## src/rtl/dlsc_clkrst_pkg.sv

```systemverilog
// Shared types and helpers for the clock/reset sequencer.
// State encoding, counter sizing and saturating increment.
package dlsc_clkrst_pkg;

  typedef enum logic [2:0] {
    ST_PLLRST,
    ST_WAIT_LOCK,
    ST_STABLE,
    ST_RELEASE,
    ST_RUN
  } state_t;

  // Width needed to hold (largest cycle count - 1), at least 1 bit.
  function automatic int cnt_width(
    input int a,
    input int b,
    input int c,
    input int d
  );
    int m;
    m = a;
    if (b > m) m = b;
    if (c > m) m = c;
    if (d > m) m = d;
    return (m < 2) ? 1 : $clog2(m);
  endfunction

  function automatic logic [7:0] sat_inc(input logic [7:0] v);
    return (v == 8'hff) ? v : v + 8'd1;
  endfunction

endpackage

```

## src/rtl/dlsc_clkrst_seq_if.sv

```systemverilog
// Sequencer bundle: lock inputs, restart, PLL/domain resets, status.
// master = supervising side, slave = sequencer.
interface dlsc_clkrst_seq_if #(
  parameter int LOCKS   = 3,
  parameter int DOMAINS = 3
);

  logic [LOCKS-1:0]   locked_in;
  logic               restart;
  logic               pll_rst;
  logic [DOMAINS-1:0] rst_out;
  logic               ready;
  logic [7:0]         loss_cnt;
  logic [7:0]         timeout_cnt;

  modport master (
    output locked_in, restart,
    input  pll_rst, rst_out, ready,
    input  loss_cnt, timeout_cnt
  );

  modport slave (
    input  locked_in, restart,
    output pll_rst, rst_out, ready,
    output loss_cnt, timeout_cnt
  );

endinterface

```

## src/rtl/dlsc_clkrst_seq_syncflop.sv

```systemverilog
// dlsc_syncflop: 2-flop synchroniser, async active-low reset to 0.
// Ports: clk, rst_n, d[WIDTH] async in, q[WIDTH] synchronised out.
module dlsc_syncflop #(
  parameter int WIDTH = 1
) (
  input  logic             clk,
  input  logic             rst_n,
  input  logic [WIDTH-1:0] d,
  output logic [WIDTH-1:0] q
);

  logic [WIDTH-1:0] s1;

  always_ff @(posedge clk or negedge rst_n) begin
    if (!rst_n) begin
      s1 <= '0;
      q  <= '0;
    end else begin
      s1 <= d;
      q  <= s1;
    end
  end

endmodule

```

## src/rtl/dlsc_clkrst_seq.sv

```systemverilog
// PLL reset pulse, lock supervision and ordered domain reset release.
// Ports: clk, rst_n, bus (slave). Option: DLSC_CLKRST_SEQ_RETRY_EN.
module dlsc_clkrst_seq
  import dlsc_clkrst_pkg::*;
#(
  parameter int LOCKS          = 3,
  parameter int DOMAINS        = 3,
  parameter int PLLRST_CYCLES  = 8,
  parameter int STABLE_CYCLES  = 1024,
  parameter int GAP_CYCLES     = 16,
  parameter int TIMEOUT_CYCLES = 65536
) (
  input  logic                clk,
  input  logic                rst_n,
  dlsc_clkrst_seq_if.slave    bus
);

  localparam int CW = cnt_width(PLLRST_CYCLES, STABLE_CYCLES,
                                GAP_CYCLES, TIMEOUT_CYCLES);
  localparam int IW = (DOMAINS > 1) ? $clog2(DOMAINS) : 1;

  localparam logic [CW-1:0] P_LAST = CW'(PLLRST_CYCLES - 1);
  localparam logic [CW-1:0] S_LAST = CW'(STABLE_CYCLES - 1);
  localparam logic [CW-1:0] G_LAST = CW'(GAP_CYCLES - 1);
  localparam logic [IW-1:0] D_LAST = IW'(DOMAINS - 1);

  logic [LOCKS-1:0] lock_s;
  logic             all_lock;

  dlsc_syncflop #(.WIDTH(LOCKS)) u_sync (
    .clk   (clk),
    .rst_n (rst_n),
    .d     (bus.locked_in),
    .q     (lock_s)
  );

  assign all_lock = &lock_s;

  state_t             state, state_d;
  logic [CW-1:0]      cnt, cnt_d;
  logic [IW-1:0]      idx, idx_d;
  logic               pll_q, pll_d;
  logic [DOMAINS-1:0] rst_q, rst_d;
  logic               rdy_q, rdy_d;
  logic [7:0]         loss_q, loss_d;
  logic               abort;
  logic               timeout;

`ifdef DLSC_CLKRST_SEQ_RETRY_EN
  localparam logic [CW-1:0] T_LAST = CW'(TIMEOUT_CYCLES - 1);
  logic [CW-1:0] tcnt, tcnt_d;
  logic [7:0]    tmo_q, tmo_d;
`endif

  always_comb begin
    state_d = state;
    cnt_d   = cnt + CW'(1);
    idx_d   = idx;
    pll_d   = pll_q;
    rst_d   = rst_q;
    rdy_d   = rdy_q;
    loss_d  = loss_q;
    abort   = bus.restart;
`ifdef DLSC_CLKRST_SEQ_RETRY_EN
    tcnt_d  = tcnt;
    tmo_d   = tmo_q;
    timeout = (state == ST_WAIT_LOCK || state == ST_STABLE)
              && (tcnt == T_LAST);
    if (state == ST_WAIT_LOCK || state == ST_STABLE)
      tcnt_d = tcnt + CW'(1);
`else
    timeout = 1'b0;
`endif
    unique case (state)
      ST_PLLRST: begin
        if (cnt == P_LAST) begin
          state_d = ST_WAIT_LOCK;
          pll_d   = 1'b0;
          cnt_d   = '0;
`ifdef DLSC_CLKRST_SEQ_RETRY_EN
          tcnt_d  = '0;
`endif
        end
      end
      ST_WAIT_LOCK: begin
        if (timeout) begin
          abort = 1'b1;
        end else if (all_lock) begin
          state_d = ST_STABLE;
          cnt_d   = '0;
        end
      end
      ST_STABLE: begin
        // Reaching RELEASE on the limit cycle beats the timeout.
        if (all_lock && cnt == S_LAST) begin
          state_d  = ST_RELEASE;
          idx_d    = '0;
          rst_d[0] = 1'b0;
          cnt_d    = '0;
        end else if (timeout) begin
          abort = 1'b1;
        end else if (!all_lock) begin
          state_d = ST_WAIT_LOCK;
        end
      end
      ST_RELEASE: begin
        if (!all_lock) begin
          abort = 1'b1;
        end else if (cnt == G_LAST) begin
          cnt_d = '0;
          if (idx == D_LAST) begin
            state_d = ST_RUN;
            rdy_d   = 1'b1;
          end else begin
            idx_d        = idx + IW'(1);
            rst_d[idx_d] = 1'b0;
          end
        end
      end
      ST_RUN: begin
        cnt_d = cnt;
        if (!all_lock) begin
          abort  = 1'b1;
          loss_d = sat_inc(loss_q);
        end
      end
      default: abort = 1'b1;
    endcase
`ifdef DLSC_CLKRST_SEQ_RETRY_EN
    if (timeout && !bus.restart)
      tmo_d = sat_inc(tmo_q);
`endif
    // Every abort path re-asserts all domains at once.
    if (abort) begin
      state_d = ST_PLLRST;
      pll_d   = 1'b1;
      rst_d   = '1;
      rdy_d   = 1'b0;
      cnt_d   = '0;
      idx_d   = '0;
    end
  end

  always_ff @(posedge clk or negedge rst_n) begin
    if (!rst_n) begin
      state  <= ST_PLLRST;
      cnt    <= '0;
      idx    <= '0;
      pll_q  <= 1'b1;
      rst_q  <= '1;
      rdy_q  <= 1'b0;
      loss_q <= '0;
    end else begin
      state  <= state_d;
      cnt    <= cnt_d;
      idx    <= idx_d;
      pll_q  <= pll_d;
      rst_q  <= rst_d;
      rdy_q  <= rdy_d;
      loss_q <= loss_d;
    end
  end

`ifdef DLSC_CLKRST_SEQ_RETRY_EN
  always_ff @(posedge clk or negedge rst_n) begin
    if (!rst_n) begin
      tcnt  <= '0;
      tmo_q <= '0;
    end else begin
      tcnt  <= tcnt_d;
      tmo_q <= tmo_d;
    end
  end

  assign bus.timeout_cnt = tmo_q;
`else
  assign bus.timeout_cnt = '0;
`endif

  assign bus.pll_rst  = pll_q;
  assign bus.rst_out  = rst_q;
  assign bus.ready    = rdy_q;
  assign bus.loss_cnt = loss_q;

endmodule

```

## src/flat_wrapper.sv

```systemverilog
// flat-port wrapper written by rule: the top's interface ports become plain ports
module dlsc_clkrst_seq_flat import dlsc_clkrst_pkg::*;
#(
  parameter int LOCKS          = 3,
  parameter int DOMAINS        = 3,
  parameter int PLLRST_CYCLES  = 8,
  parameter int STABLE_CYCLES  = 1024,
  parameter int GAP_CYCLES     = 16,
  parameter int TIMEOUT_CYCLES = 65536
)
  (clk, rst_n, bus_locked_in, bus_restart, bus_pll_rst, bus_rst_out, bus_ready, bus_loss_cnt, bus_timeout_cnt);
  dlsc_clkrst_seq_if #(.LOCKS(LOCKS), .DOMAINS(DOMAINS)) bus_i ();
  input  logic clk;
  input  logic rst_n;
  input wire logic [$bits(bus_i.locked_in)-1:0] bus_locked_in;
  input wire logic [$bits(bus_i.restart)-1:0] bus_restart;
  output wire logic [$bits(bus_i.pll_rst)-1:0] bus_pll_rst;
  output wire logic [$bits(bus_i.rst_out)-1:0] bus_rst_out;
  output wire logic [$bits(bus_i.ready)-1:0] bus_ready;
  output wire logic [$bits(bus_i.loss_cnt)-1:0] bus_loss_cnt;
  output wire logic [$bits(bus_i.timeout_cnt)-1:0] bus_timeout_cnt;
  assign bus_i.locked_in = bus_locked_in;
  assign bus_i.restart = bus_restart;
  assign bus_pll_rst = bus_i.pll_rst;
  assign bus_rst_out = bus_i.rst_out;
  assign bus_ready = bus_i.ready;
  assign bus_loss_cnt = bus_i.loss_cnt;
  assign bus_timeout_cnt = bus_i.timeout_cnt;
  dlsc_clkrst_seq #(.LOCKS(LOCKS), .DOMAINS(DOMAINS), .PLLRST_CYCLES(PLLRST_CYCLES), .STABLE_CYCLES(STABLE_CYCLES), .GAP_CYCLES(GAP_CYCLES), .TIMEOUT_CYCLES(TIMEOUT_CYCLES)) u_core (.clk(clk), .rst_n(rst_n), .bus(bus_i));
endmodule
```

## config.mk

```make
export PLATFORM = sky130hd
export DESIGN_NAME = dlsc_clkrst_seq_flat
export DESIGN_NICKNAME = d
export VERILOG_FILES = /design/src/rtl/dlsc_clkrst_pkg.sv /design/src/rtl/dlsc_clkrst_seq_if.sv /design/src/rtl/dlsc_clkrst_seq_syncflop.sv /design/src/rtl/dlsc_clkrst_seq.sv /design/src/flat_wrapper.sv
export SDC_FILE = /design/constraint.sdc
export NUM_CORES = 1
export LEC_CHECK = 0
export ABC_AREA = 1
export CAP_MARGIN = 30
export CORE_MARGIN = 2
export CORE_UTILIZATION = 63
export CTS_CLUSTER_SIZE = 14
export DETAILED_ROUTE_END_ITERATION = 8
export DONT_BUFFER_PORTS = 1
export PLACE_DENSITY = 0.83
export SLEW_MARGIN = 10
export SYNTH_ARGS = -nofsm -noshare
export SYNTH_HDL_FRONTEND = slang
export SYNTH_SLANG_ARGS = --single-unit
```

## constraint.sdc

```tcl
create_clock -name clk -period 1.83 [get_ports clk]
set_input_delay 0.2745 -clock clk [delete_from_list [all_inputs] [get_ports clk]]
set_output_delay 0.2745 -clock clk [all_outputs]
set_load 0.05 [all_outputs]
```

# --- Word-level counts from Yosys, hierarchy flattened ---
# Index checks and enable logic that the tools add are counted.
word_totals:
  reg_bits: 40
  elab_cells: 99
  inputBits: 6
  out_inout_bits: 21
classes:
  n_bitwise: 4
  muxes: 41
  add_sub_neg: 3
  magnitude_cmp: 2
  n_eq_ne: 19
  reduce_logical: 20
op_table:
  columns: ["operator", "n"]
  rows:
  - ["16-bit two-way mux", 6]
  - ["16-bit one-hot mux with 5 select lines", 1]
  - ["3-bit two-way mux", 12]
  - ["3-bit by 1-bit != test with 1-bit output (second input constant)", 6]
  - ["16-bit by 1-bit adder with 16-bit output (second input constant)", 1]
  - ["16-bit by 10-bit == test with 1-bit output (second input constant)", 1]
  - ["16-bit by 3-bit == test with 1-bit output (second input constant)", 1]
  - ["16-bit by 4-bit == test with 1-bit output (second input constant)", 1]
  - ["2-bit two-way mux", 6]
  - ["3-bit one-hot mux with 4 select lines", 1]
  - ["2-bit nonzero test", 6]
  - ["1-bit two-way mux", 11]
  - ["8-bit by 1-bit adder with 8-bit output (second input constant)", 1]
  - ["8-bit == test (second input constant)", 1]
  - ["4-bit AND reduction", 2]
  - ["7-bit AND reduction", 1]
  - ["3-bit by 2-bit == test with 1-bit output (second input constant)", 2]
  - ["3-bit AND reduction", 2]
  - ["5-bit AND reduction", 1]
  - ["5-bit nonzero test", 1]
  - ["2-bit by 1-bit != test with 1-bit output (second input constant)", 2]
  - ["4-bit != test (second input constant)", 1]
  - ["1-bit one-hot mux with 2 select lines", 2]
  - ["2-bit one-hot mux with 2 select lines", 1]
  - ["other kinds (17)", 19]

# --- Depth between registers and ports, before layout ---
depth:
  ltp_word: 12
  mapped_depth: 11
  depth_no_buf: 11

# --- Cells and area by module ---
# A second synthesis with hierarchy kept.
unflattened:
  cells_unflattened: 308
  hier_area_um2: 2432.3
modules_own_cells:
  columns: ["module", "area_per_inst_um2", "n_inst", "cells_each", "seq_area_each_um2"]
  rows:
  - ["dlsc_clkrst_seq", 2282.2, 1, 302, 855.8]
  - ["dlsc_syncflop", 150.1, 1, 6, 150.1]

# --- Least setup slack after synthesis ---
# OpenSTA, ideal clock, no wires.
synth_timing:
  path_type: "register to register"
  startpoint: "register u_core.loss_q[0] (netlist: u_core.bus.loss_cnt[0])"
  endpoint: "register u_core.loss_q[1] (netlist: u_core.bus.loss_cnt[1])"
  slack_ns: -0.005
  required_time_ns: 1.705
  stages_incl_launch_ff: 7
  n_path_buf: 0
  arrival_time_ns: 1.711
  setup_time_ns: 0.125
  synth_period_minus_slack_ns: 1.835
  path_cell_list: "dfrtp_1 -> ha_1 -> nand2_1 -> nor2_1 -> nand3_1 -> nand2_2 -> mux2_2"
synth_via:
  elab_chain_cells: 3
  word_cells_on_any_way: 4
  classes_between: "add/sub (1); eq/ne (1); bitwise (1); reduce/logical (1)"
synth_rtl:
  columns: ["element", "line", "source"]
  rows:
  - ["start: declaration", "dlsc_clkrst_seq.sv:45", "logic [7:0] loss_q, loss_d;"]
  - ["start signal: assignment", "dlsc_clkrst_seq.sv:160", "loss_q <= loss_d;"]
  - ["branches (longest 3 deep; another with 8-bit by 1-bit adder with 8-bit output)", null, null]
# Parallel ways; which one is timed is not known.
# A chain may end at the register's enable or synchronous reset.

# --- Final worst setup path ---
layout_timing:
  startpoint: "register u_core.cnt[0]"
  endpoint: "register u_core.cnt[6]"
layout_via:
  elab_chain_cells: 5
  word_cells_on_any_way: 12
  classes_between: "add/sub (1); eq/ne (3); mux (7); reduce/logical (1)"
layout_rtl:
  columns: ["element", "line", "source"]
  rows:
  - ["start: declaration", "dlsc_clkrst_seq.sv:40", "logic [CW-1:0] cnt, cnt_d;"]
  - ["start signal: assignment", "dlsc_clkrst_seq.sv:155", "cnt <= cnt_d;"]
  - ["16-bit by 1-bit adder with 16-bit output (tied with other cells)", "dlsc_clkrst_seq.sv:57", "cnt_d = cnt + CW'(1);"]
  - ["16-bit two-way mux or 1-bit logical AND (tied branches)", "dlsc_clkrst_seq.sv:109, dlsc_clkrst_seq.sv:95", null]
  - ["16-bit two-way mux (on tied branches)", "dlsc_clkrst_seq.sv:107, dlsc_clkrst_seq.sv:95", null]
  - ["16-bit one-hot mux with 5 select lines *", "dlsc_clkrst_seq.sv:74", "unique case (state)"]
  - ["16-bit two-way mux *", "dlsc_clkrst_seq.sv:134", "if (abort) begin"]
# Mark *: on every way between the ends. The rest lies on a longest branch, timed or not.

==> run metrics <==
# port buffers=0; cell breakdown of the critical path=ha_4, nand3_1, nor2_1, nand2_2, a21oi_4, nand3_4, nand2_4, nor2_1; Core Region=0.00339 mm^2; vias per cell=5.61; share of the synthesized area in the top cell type=0.397; clk root buf=clkbuf_4; clk buf depth=2; Ys Warns=0; crit path max fanout=6; Most used DFF post-synth=dfrtp_1; fill count=217; routability cong.=0.938; first-pass GRT wire length=8200 um; top cells by area, synth=dfrtp_1, nand2_1, nand3_1; drt pass-1 iters=5; synth unique cells=31; Period minus WS final=1740 ps; async set-reset flop share out of synthesis=1.00; Crit. End Element=flop; post-route DRC violation count=0; Final Max Tran Viols=0; H-tree levels=2; WL/cell=14.5 um; Worst R2R Setup Slack=90 ps; fin cells=351; Commonest cells post-synth=nand2_1, dfrtp_1, nor2_1; WS Path Type=reg2reg; clock-pin slew on the worst setup and hold paths=130 ps; most common cell in the netlist=nand2_1; slowest stage delay, CP=450 ps; CTS buffer count=5; Bufs and invs on worst path=0; Util after Layout=0.779; Placed Instances=334; Mean Syn Cell Area=8.07 um^2; CP Data Arrival Time=1990 ps; CP required=2070 ps; setup TNS=0 ps; Ant. Diodes=0; die area=0.00409 mm^2; leakage=1.29 nW; largest net degree at the start of global routing=41; clock skew=15.6 ps; Max VDD drop=0.773 mV; Tot Pwr=0.00209 W; Post-Synthesis Cells=281; Max Freq=0.573 GHz; synth-to-layout area growth=16.4%; ratio of final minimum period to clock period=0.953; Crit-path slowest cell=dfrtp_1; routed vias=1,969; Final Hold Viols=0; class of the worst hold path=in2reg; final setup violating endpoints=0; #FFs+latches synth=40; post-synthesis sequential area ratio=0.444; post-DP HPWL=3150 um; GRT Overall Usage=0.262; dominant cell type by area after synthesis=dfrtp_1; Starting Density=0.669; Sink Count=40; CTS tree=yes; Routed Antenna Nets=0; IO Count=27; Die X=64.0 um; Max Cap Violations=0; DIE HEIGHT=64.0 um; Crit path max-delay family=simple AND/OR/NAND/NOR gates; share of cells above drive strength 1=0.190; number of synthesized flops with an enable pin=0; PD cells=793 mW/mm^2; DR iter-0 viols=253; CP startpoint kind=flop; area of the mapped netlist=0.00227 mm^2; Clk Latency, worst-skew pair=360 ps; Cell Rows=21; antenna violations before repair=0; CP dominant cell by count=nor2_1; fin nets=316; vias in the first global route=1,803; status=finished clean; final wirelength=5080 um; GR Overflow Total=0
metal layers:
layer	vias to the layer above	GRT usage	part of all wire
li1	931	-	-
met1	911	0.361	0.43
met2	111	0.396	0.47
met3	16	0.0493	0.078
met4	0	0.130	0.023
met5	-	0	0
final timing paths:
kind / from / endpoint / cells past startpoint
worst min register to register: u_core.u_sync.s1[2] / u_core.u_sync.q[2] / 0
worst max-delay path: u_core.cnt[0] / u_core.cnt[6] / 8
min in group asynchronous: rst_n / u_core.u_sync.q[2] / 2
worst max register to register: u_core.cnt[0] / u_core.cnt[6] / 8
max in group asynchronous: rst_n / u_core.bus.rst_out[0] / 2
worst min-delay path: bus_restart / u_core.state[2] / 3
layout make-up:
cell class                 count  area [um^2]  share of cell area
clock buffer                   6         51.3              0.0194
clock inverter                 2         38.8              0.0147
inverter                      29          109              0.0413
multi-input combinational    209         1190               0.453
sequential                    40         1010               0.383
tap                           46         57.6              0.0218
timing repair buffer          19          178              0.0673
cells in the final DEF (no fill, tap or decap), types with 2 or more instances in the layout:
cell | synthesis | final
nor3_1 | 4 | 3
nand2_1 | 71 | 67
nand3_2 | 2 | 2
nor3_2 | 1 | 2
inv_1 | 29 | 28
xor2_1 | 11 | 11
o21ai_0 | 7 | 6
clkbuf_4 | 0 | 5
nor2_2 | 4 | 4
nor2_4 | 3 | 5
buf_4 | 8 | 13
nor2_1 | 34 | 32
nand2_2 | 2 | 5
dfrtp_2 | 0 | 3
nand3_1 | 33 | 32
dlygate4sd3_1 | 0 | 4
nand3_4 | 0 | 2
xnor2_1 | 5 | 5
a21oi_4 | 0 | 2
conb_1 | 1 | 8
nand4_1 | 5 | 5
o21bai_1 | 2 | 2
ha_1 | 6 | 5
nand2_4 | 1 | 2
dfrtp_1 | 36 | 33
buf_12 | 0 | 2
dfstp_2 | 4 | 4
logic make-up (layout without fill, tap and decap cells):
logic type,Yosys count,count (layout),synth area share
buffers and inverters,40,56,0.0866
adder cells (fa/ha/maj),6,6,0.0331
multiplexers,1,1,0.00497
AO/OA/AOI/OAI,15,15,0.0425
AND/OR/NAND/NOR,162,163,0.326
other,1,8,0.00165
flip-flops,40,40,0.444
XOR/XNOR,16,16,0.0618
registers in the layout, summed over array words and instances, names as in the netlist, 2 cells and up:
signal	flops
u_core.u_sync.q	3
u_core.bus.loss_cnt	8
u_core.u_sync.s1	3
u_core.cnt	16
u_core.bus.rst_out	3
u_core.state	3
u_core.idx	2
per-stage QoR:
step / hold WS, ps / worst slack, ps / cell area [um^2]
after global placement: -20.0 / 52.1 / 2350
after CTS: 242 / 57.3 / 2500
after detailed placement: -20.2 / 5.79 / 2350
after floorplan: -21.1 / 9.86 / 2290
final: 289 / 85.8 / 2640
after global routing: 295 / -14.3 / 2640
worst reg2reg max path, cell delays in order (launching register included):
cell and delay [ps]:
dfrtp_1 450, ha_4 180, nand3_1 100, nor2_1 200, nand2_2 120, a21oi_4 260
nand3_4 160, nand2_4 130, nor2_1 50
where the power goes:
part | switching, W | internal, W | total (W) | leakage [nW]
registers | 0.0000651 | 0.000925 | 0.000990 | 0.524
logic | 0.000316 | 0.000150 | 0.000466 | 0.715
clock network | 0.000308 | 0.000327 | 0.000635 | 0.0484
what timing repair did:
item	in CTS	in global routing
hold buffers	5	0
pin swaps	1	6
resized for setup	1	23
gates cloned	1	0
buffers inserted	0	3
endpoints found under the hold margin	43	0
setup endpoints to repair	5	18
Note: power is estimated with default switching activity, not from simulation.
